<file path="src/rtl/fetch_queue.sv">
// Instruction prefetch queue: owns the fetch PC, issues one-at-a-time word requests,
// buffers DEPTH {pc, instr} pairs. Optional same-cycle bypass via FETCH_QUEUE_BYPASS_EN.
module fetch_queue #(
    parameter int          DEPTH     = 4,
    parameter logic [31:0] RESET_PC  = 32'h0000_0000,
    parameter logic [31:0] NOP_INSTR = 32'h0000_0013
) (
    input  logic        clk,
    input  logic        reset,
    output logic        fetch_req,
    output logic [31:0] fetch_adrs,
    input  logic        fetch_ack,
    input  logic [31:0] fetch_data,
    input  logic        stall_F,
    input  logic        flush_F,
    input  logic [31:0] redirect_pc,
    output logic [31:0] Instr,
    output logic [31:0] instr_pc,
    output logic        instr_valid
);

    localparam int AW = (DEPTH > 1) ? $clog2(DEPTH) : 1;
    localparam logic [AW:0] FULL_CNT = (AW + 1)'(DEPTH);

    // fpc is kept as a word address so the low two bits can never be non-zero
    logic [29:0]   fpc_q, fpc_d;
    logic [AW-1:0] rd_ptr_q, rd_ptr_d;
    logic [AW-1:0] wr_ptr_q, wr_ptr_d;
    logic [AW:0]   count_q, count_d;
    logic [31:0]   pc_mem_q    [DEPTH];
    logic [31:0]   instr_mem_q [DEPTH];

    logic not_empty;
    logic not_full;
    logic push;
    logic pop;
    logic wr_en;
    logic bypass;
    logic unused_redirect_lsbs;

    assign unused_redirect_lsbs = ^redirect_pc[1:0];

    assign not_empty  = (count_q != '0);
    assign not_full   = (count_q != FULL_CNT);
    assign fetch_req  = reset & not_full & ~flush_F;
    assign fetch_adrs = {fpc_q, 2'b00};
    assign push       = fetch_req & fetch_ack;
    assign pop        = not_empty & ~stall_F & ~flush_F;

`ifdef FETCH_QUEUE_BYPASS_EN
    // an empty queue hands the returning word straight to decode; only a stall forces storage
    assign bypass = push & ~not_empty;
    assign wr_en  = push & ~(bypass & ~stall_F);
`else
    assign bypass = 1'b0;
    assign wr_en  = push;
`endif

    assign instr_valid = not_empty | bypass;
    assign Instr       = not_empty ? instr_mem_q[rd_ptr_q]
                       : (bypass ? fetch_data : NOP_INSTR);
    assign instr_pc    = not_empty ? pc_mem_q[rd_ptr_q] : {fpc_q, 2'b00};

    always_comb begin
        fpc_d    = fpc_q;
        rd_ptr_d = rd_ptr_q;
        wr_ptr_d = wr_ptr_q;
        count_d  = count_q;
        if (flush_F) begin
            fpc_d    = redirect_pc[31:2];
            rd_ptr_d = '0;
            wr_ptr_d = '0;
            count_d  = '0;
        end else begin
            if (push) begin
                fpc_d = fpc_q + 30'd1;
            end
            if (wr_en) begin
                wr_ptr_d = wr_ptr_q + AW'(1);
            end
            if (pop) begin
                rd_ptr_d = rd_ptr_q + AW'(1);
            end
            case ({wr_en, pop})
                2'b10:   count_d = count_q + (AW + 1)'(1);
                2'b01:   count_d = count_q - (AW + 1)'(1);
                default: count_d = count_q;
            endcase
        end
    end

    always_ff @(posedge clk or negedge reset) begin
        if (!reset) begin
            fpc_q    <= RESET_PC[31:2];
            rd_ptr_q <= '0;
            wr_ptr_q <= '0;
            count_q  <= '0;
        end else begin
            fpc_q    <= fpc_d;
            rd_ptr_q <= rd_ptr_d;
            wr_ptr_q <= wr_ptr_d;
            count_q  <= count_d;
        end
    end

    // storage contents are qualified by count, so they need no reset
    always_ff @(posedge clk) begin
        if (wr_en) begin
            pc_mem_q[wr_ptr_q]    <= {fpc_q, 2'b00};
            instr_mem_q[wr_ptr_q] <= fetch_data;
        end
    end

endmodule

</file>
<file path="config.mk">
export PLATFORM = sky130hd
export DESIGN_NAME = fetch_queue
export DESIGN_NICKNAME = d
export VERILOG_FILES = /design/src/rtl/fetch_queue.sv
export SDC_FILE = /design/constraint.sdc
export NUM_CORES = 1
export LEC_CHECK = 0
export CAP_MARGIN = 20
export CORE_MARGIN = 2
export CORE_UTILIZATION = 59
export CTS_CLUSTER_DIAMETER = 30
export DETAILED_ROUTE_END_ITERATION = 7
export GPL_TIMING_DRIVEN = 1
export PLACE_DENSITY_LB_ADDON = 0.3
export SLEW_MARGIN = 20
export SYNTH_ARGS = -nofsm -noshare
export SYNTH_HDL_FRONTEND = slang
export SYNTH_SLANG_ARGS = --single-unit
</file>
<file path="constraint.sdc">
create_clock -name clk -period 10.1 [get_ports clk]
set_clock_uncertainty 0.15 [all_clocks]
set_input_delay 1.515 -clock clk [delete_from_list [all_inputs] [get_ports clk]]
set_output_delay 1.515 -clock clk [all_outputs]
set_load 0.02 [all_outputs]
</file>
==> parameters.txt, run 1 <==
Parameter                              Value

Floorplanning
  Initial standard-cell utilization of the core ... 0.602
  Y dimension of the die ... 145 um
  Number of rows in the core area ... 51
  Area enclosed by the die boundary ... 0.0210 mm^2
  Die outline width ... 145 um
  Core Footprint ... 0.0195 mm^2
  Io pins ... 167

Synthesis
  Number of enable-type register cells in the synthesized netlist ... 248
  Post-synthesis adder-cell area fraction ... 0.00705
  Synth Area in Compound Gates ... 0.0407
  Ys flop type ... sky130_fd_sc_hd__edfxtp_1
  Post-Synth XOR/XNOR Area ... 0.00523
  Multiplexer share of the synthesized area ... 0.148
  Simple-Gate Fraction of Synth Area ... 0.0669
  Main combinational cell family by area after synthesis ... multiplexers
  Mean instance size in the synthesized netlist ... 17.9 um^2
  Fraction of registers with async set or reset after synthesis ... 0.130
  Yosys warning count ... 0
  Cell area after synthesis ... 0.0117 mm^2
  Synthesis-stage register bit count ... 285
  Number of distinct standard cells referenced by the synthesized netlist ... 48
  Share of synthesized area occupied by flip-flops and latches ... 0.715
  Number of cells produced by synthesis ... 653

Global route
  Global route total overflow ... 0
  Number of global-route vias before repair ... 7,267
  Met3 track demand over resource ... 0.0579
  Antenna violations before repair ... 0
  M2 GR Usage ... 0.383
  Pin count of the biggest net entering global routing ... 64
  Grt peak-use layer ... met2
  Global-route total usage across every layer ... 0.240
  Met1 Resource Use GR ... 0.337
  Wire length of the first global-routing pass ... 39,500 um

Detailed routing
  DRC violation count after routing ... 0
  Wirelength per Cell ... 22.1 um
  Pre-antenna DRT Iters ... 5
  Detailed router's first-iteration violation count ... 613
  Vias per std cell ... 6.07
  Antenna-violating nets left ... 0
  Via total after detailed routing ... 6,843
  Total wire length after detailed routing ... 24,900 um

STA
  Time the worst path needs with I/O delays and setup ... 4.98 ns
  Fmax ... 201 MHz
  Setup repair after global routing missed its margin ... no
  Final slew viol count ... 0
  Worst Tran Pin Value ... 0.984 ns
  Hold violation total from the final report ... 0
  Total negative setup slack ... 0 ns
  Share of the cycle needed by the critical path after routing ... 0.493
  Normalized max-slew margin ... 0.344
  Setup violators final ... 0

Setup path
  Maximum net fanout on the critical path ... 53
  Sort of element at the end of the critical path ... output port
  Worst Path Arrival ... 3.31 ns
  Critical path type ... flop to output port
  Worst setup SP type ... flop
  Slowest stage cell, crit path ... sky130_fd_sc_hd__clkdlybuf4s50_1
  Critical Path, Cell by Cell ... nor3_1 -> inv_2 -> buf_4 -> o21ai_0 -> clkdlybuf4s50_1
  Worst path buffer plus inverter count ... 3
  Critical path data required time ... 8.44 ns
  Worst path top cell family by delay ... buffers and inverters
  Critical Path Max Stage Delay ... 0.66 ns

Clocking
  CTS H-tree depth ... 2
  Clock insertion delay at the later pin of the skew report ... 0.52 ns
  Quantity of gates resized following cts ... 0
  # hold bufs at CTS ... 0
  Root buffer selected by CTS ... sky130_fd_sc_hd__clkbuf_16
  Post-CTS Setup Repair Bufs ... 0
  Number of buffers created by CTS ... 44
  Total number of clock tree sinks ... 285
  Clock tree buffer depth ... 3
  Clock-pin slew reported for the worst setup and hold paths after clock tree synthesis ... 0.05 ns
  CTS tree ... done

Power and ir drop
  Pwr dens ... 260 mW/mm^2
  Static leakage power ... 5.03 nW
  Total design power ... 0.00390 W
  Peak ir drop on the vdd network ... 0.147 mV

Place
  Routability congestion estimate from global placement ... 0.828
  PortBufs ... 160
  Half-perimeter wire length after detailed placement ... 13,800 um

Layout
  Area added between synthesis and finish ... 28.2%
  Most frequent standard cell in the layout excluding fill and tap cells ... sky130_fd_sc_hd__edfxtp_1
  Final net count ... 905
  Number of antenna cells inserted ... 0
  Sequential Area ... 0.00838 mm^2
  Share of layout cells above drive strength 1 ... 0.215
  Area of combinational cells with multiple inputs ... 0.00316 mm^2
  Number of filler instances in the final layout ... 1,090
  Highest-count cells in the layout ignoring fill and taps ... sky130_fd_sc_hd__edfxtp_1, sky130_fd_sc_hd__clkdlybuf4s50_1, sky130_fd_sc_hd__mux4_2
  Final core utilization ... 0.771

Run status
  Outcome ... finished clean

Worst hold path
  Kind of path behind the tightest hold check ... flop to flop

Run
  # Max-Cap Violations ... 0
==> state kept, by name, summed over array words and instances (netlist names) <==
| signal | cells |
|---|---|
| count_q | 3 |
| rd_ptr_q | 2 |
| instr_mem_q | 128 |
| pc_mem_q | 120 |
| wr_ptr_q | 2 |
| fpc_q | 30 |
==> layer usage <==
metal  vias to the layer above  wire length, um  share of wire
li1                       2977                -              -
met1                      3446            10200           0.41
met2                       376            12100           0.48
met3                        44             2210          0.089
met4                         0              452          0.018
met5                         -                0              0
==> report_power, final <==
group,switching [W],internal (W)
clock network,0.000524,0.000957
registers,0.0000752,0.00134
logic,0.000505,0.000493
total,0.00110,0.00279
==> cell families (layout without fill, tap and decap cells) <==
family                   after synthesis  after routing
adder cells (fa/ha/maj)                6              6
AND/OR/NAND/NOR                      147            147
multiplexers                          92             92
AO/OA/AOI/OAI                         69             69
flip-flops                           285            285
XOR/XNOR                               7              7
other                                  1              4
buffers and inverters                 46            252
==> metrics by stage <==
step / hold slack (ns) / cell area, um^2 / instances / setup slack [ns]
floorplan: 0.363 / 11700 / 656 / 5.47
detailed placement: 0.418 / 13500 / 1049 / 5.31
CTS: 0.434 / 15000 / 1127 / 4.87
global route: 0.475 / 15000 / 1127 / 4.87
global placement: 0.380 / 13500 / 1049 / 5.33
finish: 0.454 / 15000 / 1127 / 5.12
==> final timing paths <==
kind                           endpoint   startpoint  slack, ns  cells after the start
max in group asynchronous   rd_ptr_q[1]        reset       8.15                      1
setup / recovery           instr_pc[28]   count_q[1]       5.12                      5
setup reg to reg             count_q[2]   count_q[1]       7.15                      8
min in group asynchronous     fpc_q[22]        reset       0.98                      1
hold reg to reg             wr_ptr_q[0]  wr_ptr_q[0]       0.45                      1
hold / removal              wr_ptr_q[0]  wr_ptr_q[0]       0.45                      1
==> cell usage after synthesis, types with 2 or more instances <==
cell / instances / area, um^2
sky130_fd_sc_hd__xnor2_1: 4 / 35.0
sky130_fd_sc_hd__mux4_2: 62 / 1400
sky130_fd_sc_hd__dfrtp_1: 37 / 926
sky130_fd_sc_hd__nand3_2: 2 / 20.0
sky130_fd_sc_hd__o311ai_1: 2 / 17.5
sky130_fd_sc_hd__a31oi_1: 4 / 25.0
sky130_fd_sc_hd__a21oi_1: 3 / 15.0
sky130_fd_sc_hd__mux2_2: 26 / 293
sky130_fd_sc_hd__buf_2: 14 / 70.1
sky130_fd_sc_hd__o211ai_1: 13 / 97.6
sky130_fd_sc_hd__and3_1: 2 / 12.5
sky130_fd_sc_hd__mux2i_1: 4 / 40.0
sky130_fd_sc_hd__and2_1: 35 / 219
sky130_fd_sc_hd__xor2_1: 3 / 26.3
sky130_fd_sc_hd__nand3_1: 15 / 75.1
sky130_fd_sc_hd__a32oi_1: 2 / 17.5
sky130_fd_sc_hd__nor3b_1: 2 / 15.0
sky130_fd_sc_hd__a22oi_1: 4 / 30.0
sky130_fd_sc_hd__edfxtp_1: 248 / 7450
sky130_fd_sc_hd__or4_1: 2 / 15.0
sky130_fd_sc_hd__clkbuf_1: 19 / 71.3
sky130_fd_sc_hd__or2_2: 5 / 31.3
sky130_fd_sc_hd__nand4_1: 7 / 43.8
sky130_fd_sc_hd__nand2_1: 44 / 165
sky130_fd_sc_hd__ha_1: 5 / 62.6
sky130_fd_sc_hd__nor2_1: 20 / 75.1
sky130_fd_sc_hd__o311ai_0: 13 / 114
sky130_fd_sc_hd__buf_4: 4 / 30.0
sky130_fd_sc_hd__inv_1: 8 / 30.0
sky130_fd_sc_hd__nor3_1: 3 / 15.0
sky130_fd_sc_hd__nor4_1: 2 / 12.5
sky130_fd_sc_hd__o21ai_0: 23 / 115
==> cell type report <==
cell class                 instances  share of cell area
tap                              265              0.0221
timing repair buffer             165               0.109
multi-input combinational        325               0.211
sequential                       285               0.558
inverter                           9             0.00225
clock inverter                    27              0.0207
clock buffer                      51              0.0772
No activity file was read; power rests on OpenSTA's default activity.
==> inputs of run 2 (changes only) <==
Settings changed: CORE_UTILIZATION 59 to 54.
Clock period 10.1 ns to 4.6 ns, I/O delays scaled along.
==> run 2 against run 1 <==
Effect of this change:
- global-route usage decreased by 0.53 points
- via count increased by 1.8%
- hold slack got worse by 0.38 ns
- largest cell class unchanged
==> parameters.txt, run 2 (same netlist as run 1, synthesis figures left out) <==
Parameter                              Value

Floorplanning
  Number of rows in the core area ... 53 (was 51)
  Io pins ... 167 (unchanged)
  Area enclosed by the die boundary ... 0.0229 mm^2 (was 0.0210 mm^2)
  Y dimension of the die ... 151 um (was 145 um)
  Die outline width ... 151 um (was 145 um)
  Core Footprint ... 0.0212 mm^2 (was 0.0195 mm^2)
  Initial standard-cell utilization of the core ... 0.554 (was 0.602)

Place
  Half-perimeter wire length after detailed placement ... 15,400 um (was 13,800 um)
  Routability congestion estimate from global placement ... 0.862 (was 0.828)
  Placed cell area ... 0.0137 mm^2 (was 0.0135 mm^2)
  PortBufs ... 160 (unchanged)
  Pre-CTS setup slack ... 1.20 ns (was 5.31 ns)

Run
  # Max-Cap Violations ... 0 (unchanged)

Layout
  Final design area excluding fillers ... 0.0154 mm^2 (was 0.0150 mm^2)
  Area added between synthesis and finish ... 31.4% (was 28.2%)
  Most frequent standard cell in the layout excluding fill and tap cells ... sky130_fd_sc_hd__edfxtp_1 (unchanged)
  Final core utilization ... 0.728 (was 0.771)
  Largest register by flop count ... instr_mem_q (unchanged)
  Final net count ... 923 (was 905)
  Number of antenna cells inserted ... 0 (unchanged)
  Area of combinational cells with multiple inputs ... 0.00316 mm^2 (about the same)
  Highest-count cells in the layout ignoring fill and taps ... sky130_fd_sc_hd__edfxtp_1, sky130_fd_sc_hd__clkdlybuf4s50_1, sky130_fd_sc_hd__mux4_2 (unchanged)
  Max reg flops ... 128 (unchanged)
  Number of filler instances in the final layout ... 1,286 (was 1,090)
  Sequential Area ... 0.00838 mm^2 (unchanged)
  Share of layout cells above drive strength 1 ... 0.241 (was 0.215)
  Largest registers ranked by flip-flop count ... instr_mem_q: 128 flops, pc_mem_q: 120 flops, fpc_q: 30 flops (unchanged)

Power and ir drop
  Static leakage power ... 5.22 nW (was 5.03 nW)
  Total design power ... 0.00899 W (was 0.00390 W)
  Peak ir drop on the vdd network ... 0.414 mV (was 0.147 mV)
  Switching part of the total power ... 0.283 (about the same)
  Portion of total power attributed to sequential cells ... 0.347 (was 0.364)
  NetSw ... 0.00254 W (was 0.00110 W)
  Relative contribution of the clock network to total power ... 0.403 (was 0.380)
  Gate power share ... 0.250 (was 0.256)
  Power Internal ... 0.00645 W (was 0.00279 W)
  Pwr dens ... 584 mW/mm^2 (was 260 mW/mm^2)

Clocking
  Number of buffers created by CTS ... 49 (was 44)
  Total number of clock tree sinks ... 285 (unchanged)
  CTS H-tree depth ... 2 (unchanged)
  Quantity of gates resized following cts ... 0 (unchanged)
  Clock-pin slew reported for the worst setup and hold paths after clock tree synthesis ... 0.05 ns (about the same)
  CTS tree ... done (unchanged)
  Root buffer selected by CTS ... sky130_fd_sc_hd__clkbuf_16 (unchanged)
  Post-CTS Setup Repair Bufs ... 0 (unchanged)
  Clock insertion delay at the later pin of the skew report ... 0.53 ns (was 0.52 ns)
  # hold bufs at CTS ... 0 (unchanged)
  Clock tree buffer depth ... 3 (unchanged)

Global route
  Wire length of the first global-routing pass ... 40,400 um (was 39,500 um)
  Met3 track demand over resource ... 0.0578 (was 0.0579)
  Met1 Resource Use GR ... 0.315 (was 0.337)
  M2 GR Usage ... 0.387 (was 0.383)
  Global route total overflow ... 0 (unchanged)
  Pin count of the biggest net entering global routing ... 64 (unchanged)
  Antenna violations before repair ... 0 (unchanged)
  Global-route total usage across every layer ... 0.235 (was 0.240)
  Number of global-route vias before repair ... 7,372 (was 7,267)
  Grt peak-use layer ... met2 (unchanged)

Setup path
  Worst setup SP type ... flop (unchanged)
  Critical path type ... flop to output port (unchanged)
  Sort of element at the end of the critical path ... output port (unchanged)
  Worst Path Arrival ... 3.03 ns (was 3.31 ns)
  Crit Reg-Reg Endpoint ... count_q[2] (unchanged)
  R2R depth ... 9 (was 8)
  Critical path data required time ... 3.76 ns (was 8.44 ns)
  Reg-to-reg slack, setup ... 2.02 ns (was 7.15 ns)
  Maximum net fanout on the critical path ... 40 (was 53)
  R2r startpoint ... count_q[0] (was count_q[1])

Detailed routing
  Detailed router's first-iteration violation count ... 525 (was 613)
  Pre-antenna DRT Iters ... 5 (unchanged)
  DRC violation count after routing ... 0 (unchanged)
  Via total after detailed routing ... 6,967 (was 6,843)
  Antenna-violating nets left ... 0 (unchanged)
  Total wire length after detailed routing ... 26,100 um (was 24,900 um)
  Vias per std cell ... 5.99 (was 6.07)
  Wirelength per Cell ... 22.4 um (was 22.1 um)

STA
  Normalized max-slew margin ... 0.341 (was 0.344)
  Time the worst path needs with I/O delays and setup ... 3.87 ns
  Hold violation total from the final report ... 0 (unchanged)
  Setup violators final ... 0 (unchanged)
  Total negative setup slack ... 0 ns (unchanged)
  Fmax ... 259 MHz
  Setup repair after global routing missed its margin ... no (unchanged)
  Worst path setup slack after routing ... 0.732 ns (was 5.12 ns)
  Share of the cycle needed by the critical path after routing ... 0.841
  Final slew viol count ... 0 (unchanged)
  Worst Tran Pin Value ... 0.988 ns (was 0.984 ns)

Run status
  Outcome ... finished clean (unchanged)

Worst hold path
  Kind of path behind the tightest hold check ... input pin to async pin (was flop to flop)
==> run 2: layer usage <==
| metal | up-vias | part of all wire | routed length, um |
|---|---|---|---|
| met5 | - | 0 | 0 |
| met4 | 0 | 0.015 | 404 |
| met3 | 34 | 0.084 | 2190 |
| met2 | 337 | 0.50 | 13100 |
| met1 | 3562 | 0.40 | 10400 |
| li1 | 3034 | - | - |
==> run 2: how the worst max path moves through the flow <==
stage | from | slack (ns) | cells past startpoint | endpoint
2_1_floorplan | flush_F | 0.79 | 6 | instr_mem_q[0][0]
3_3_place_gp | rd_ptr_q[0] | 1.20 | 4 | instr_pc[30]
3_5_place_dp | rd_ptr_q[0] | 1.20 | 4 | instr_pc[29]
4_1_cts | rd_ptr_q[0] | 0.65 | 4 | instr_pc[30]
5_1_grt | rd_ptr_q[0] | 0.54 | 4 | instr_pc[31]
6_report | rd_ptr_q[0] | 0.73 | 4 | instr_pc[30]
==> run 2: cell type report <==
cell class,instances,area share
sequential,285,0.544
timing repair buffer,178,0.116
tap,275,0.0224
inverter,9,0.00219
clock buffer,51,0.0829
clock inverter,41,0.0272
multi-input combinational,325,0.205
==> run 2: worst max-delay path: stages, from the launching register on <==
cell	delay [ns]
sky130_fd_sc_hd__dfrtp_4	0.72
sky130_fd_sc_hd__buf_12	0.38
sky130_fd_sc_hd__mux4_2	0.55
sky130_fd_sc_hd__mux2_2	0.28
sky130_fd_sc_hd__clkdlybuf4s50_1	0.56
==> run 2: metrics by stage <==
stage / instances / hold slack (ns)
final: 1164 / 0.0790
after global routing: 1164 / 0.118
after CTS: 1164 / 0.0900
after detailed placement: 1072 / 0.428
after global placement: 1072 / 0.389
after floorplan: 656 / 0.244
==> run 2: power groups by stage <==
| stage | registers, W | clock network [W] | logic, W |
|---|---|---|---|
| CTS | 0.00312 | 0.00367 | 0.00227 |
| global placement | 0.00316 | 0 | 0.00223 |
| floorplan | 0.00311 | 0 | 0.00126 |
| global route | 0.00314 | 0.00380 | 0.00238 |
| finish | 0.00312 | 0.00363 | 0.00224 |
| detailed placement | 0.00317 | 0 | 0.00225 |
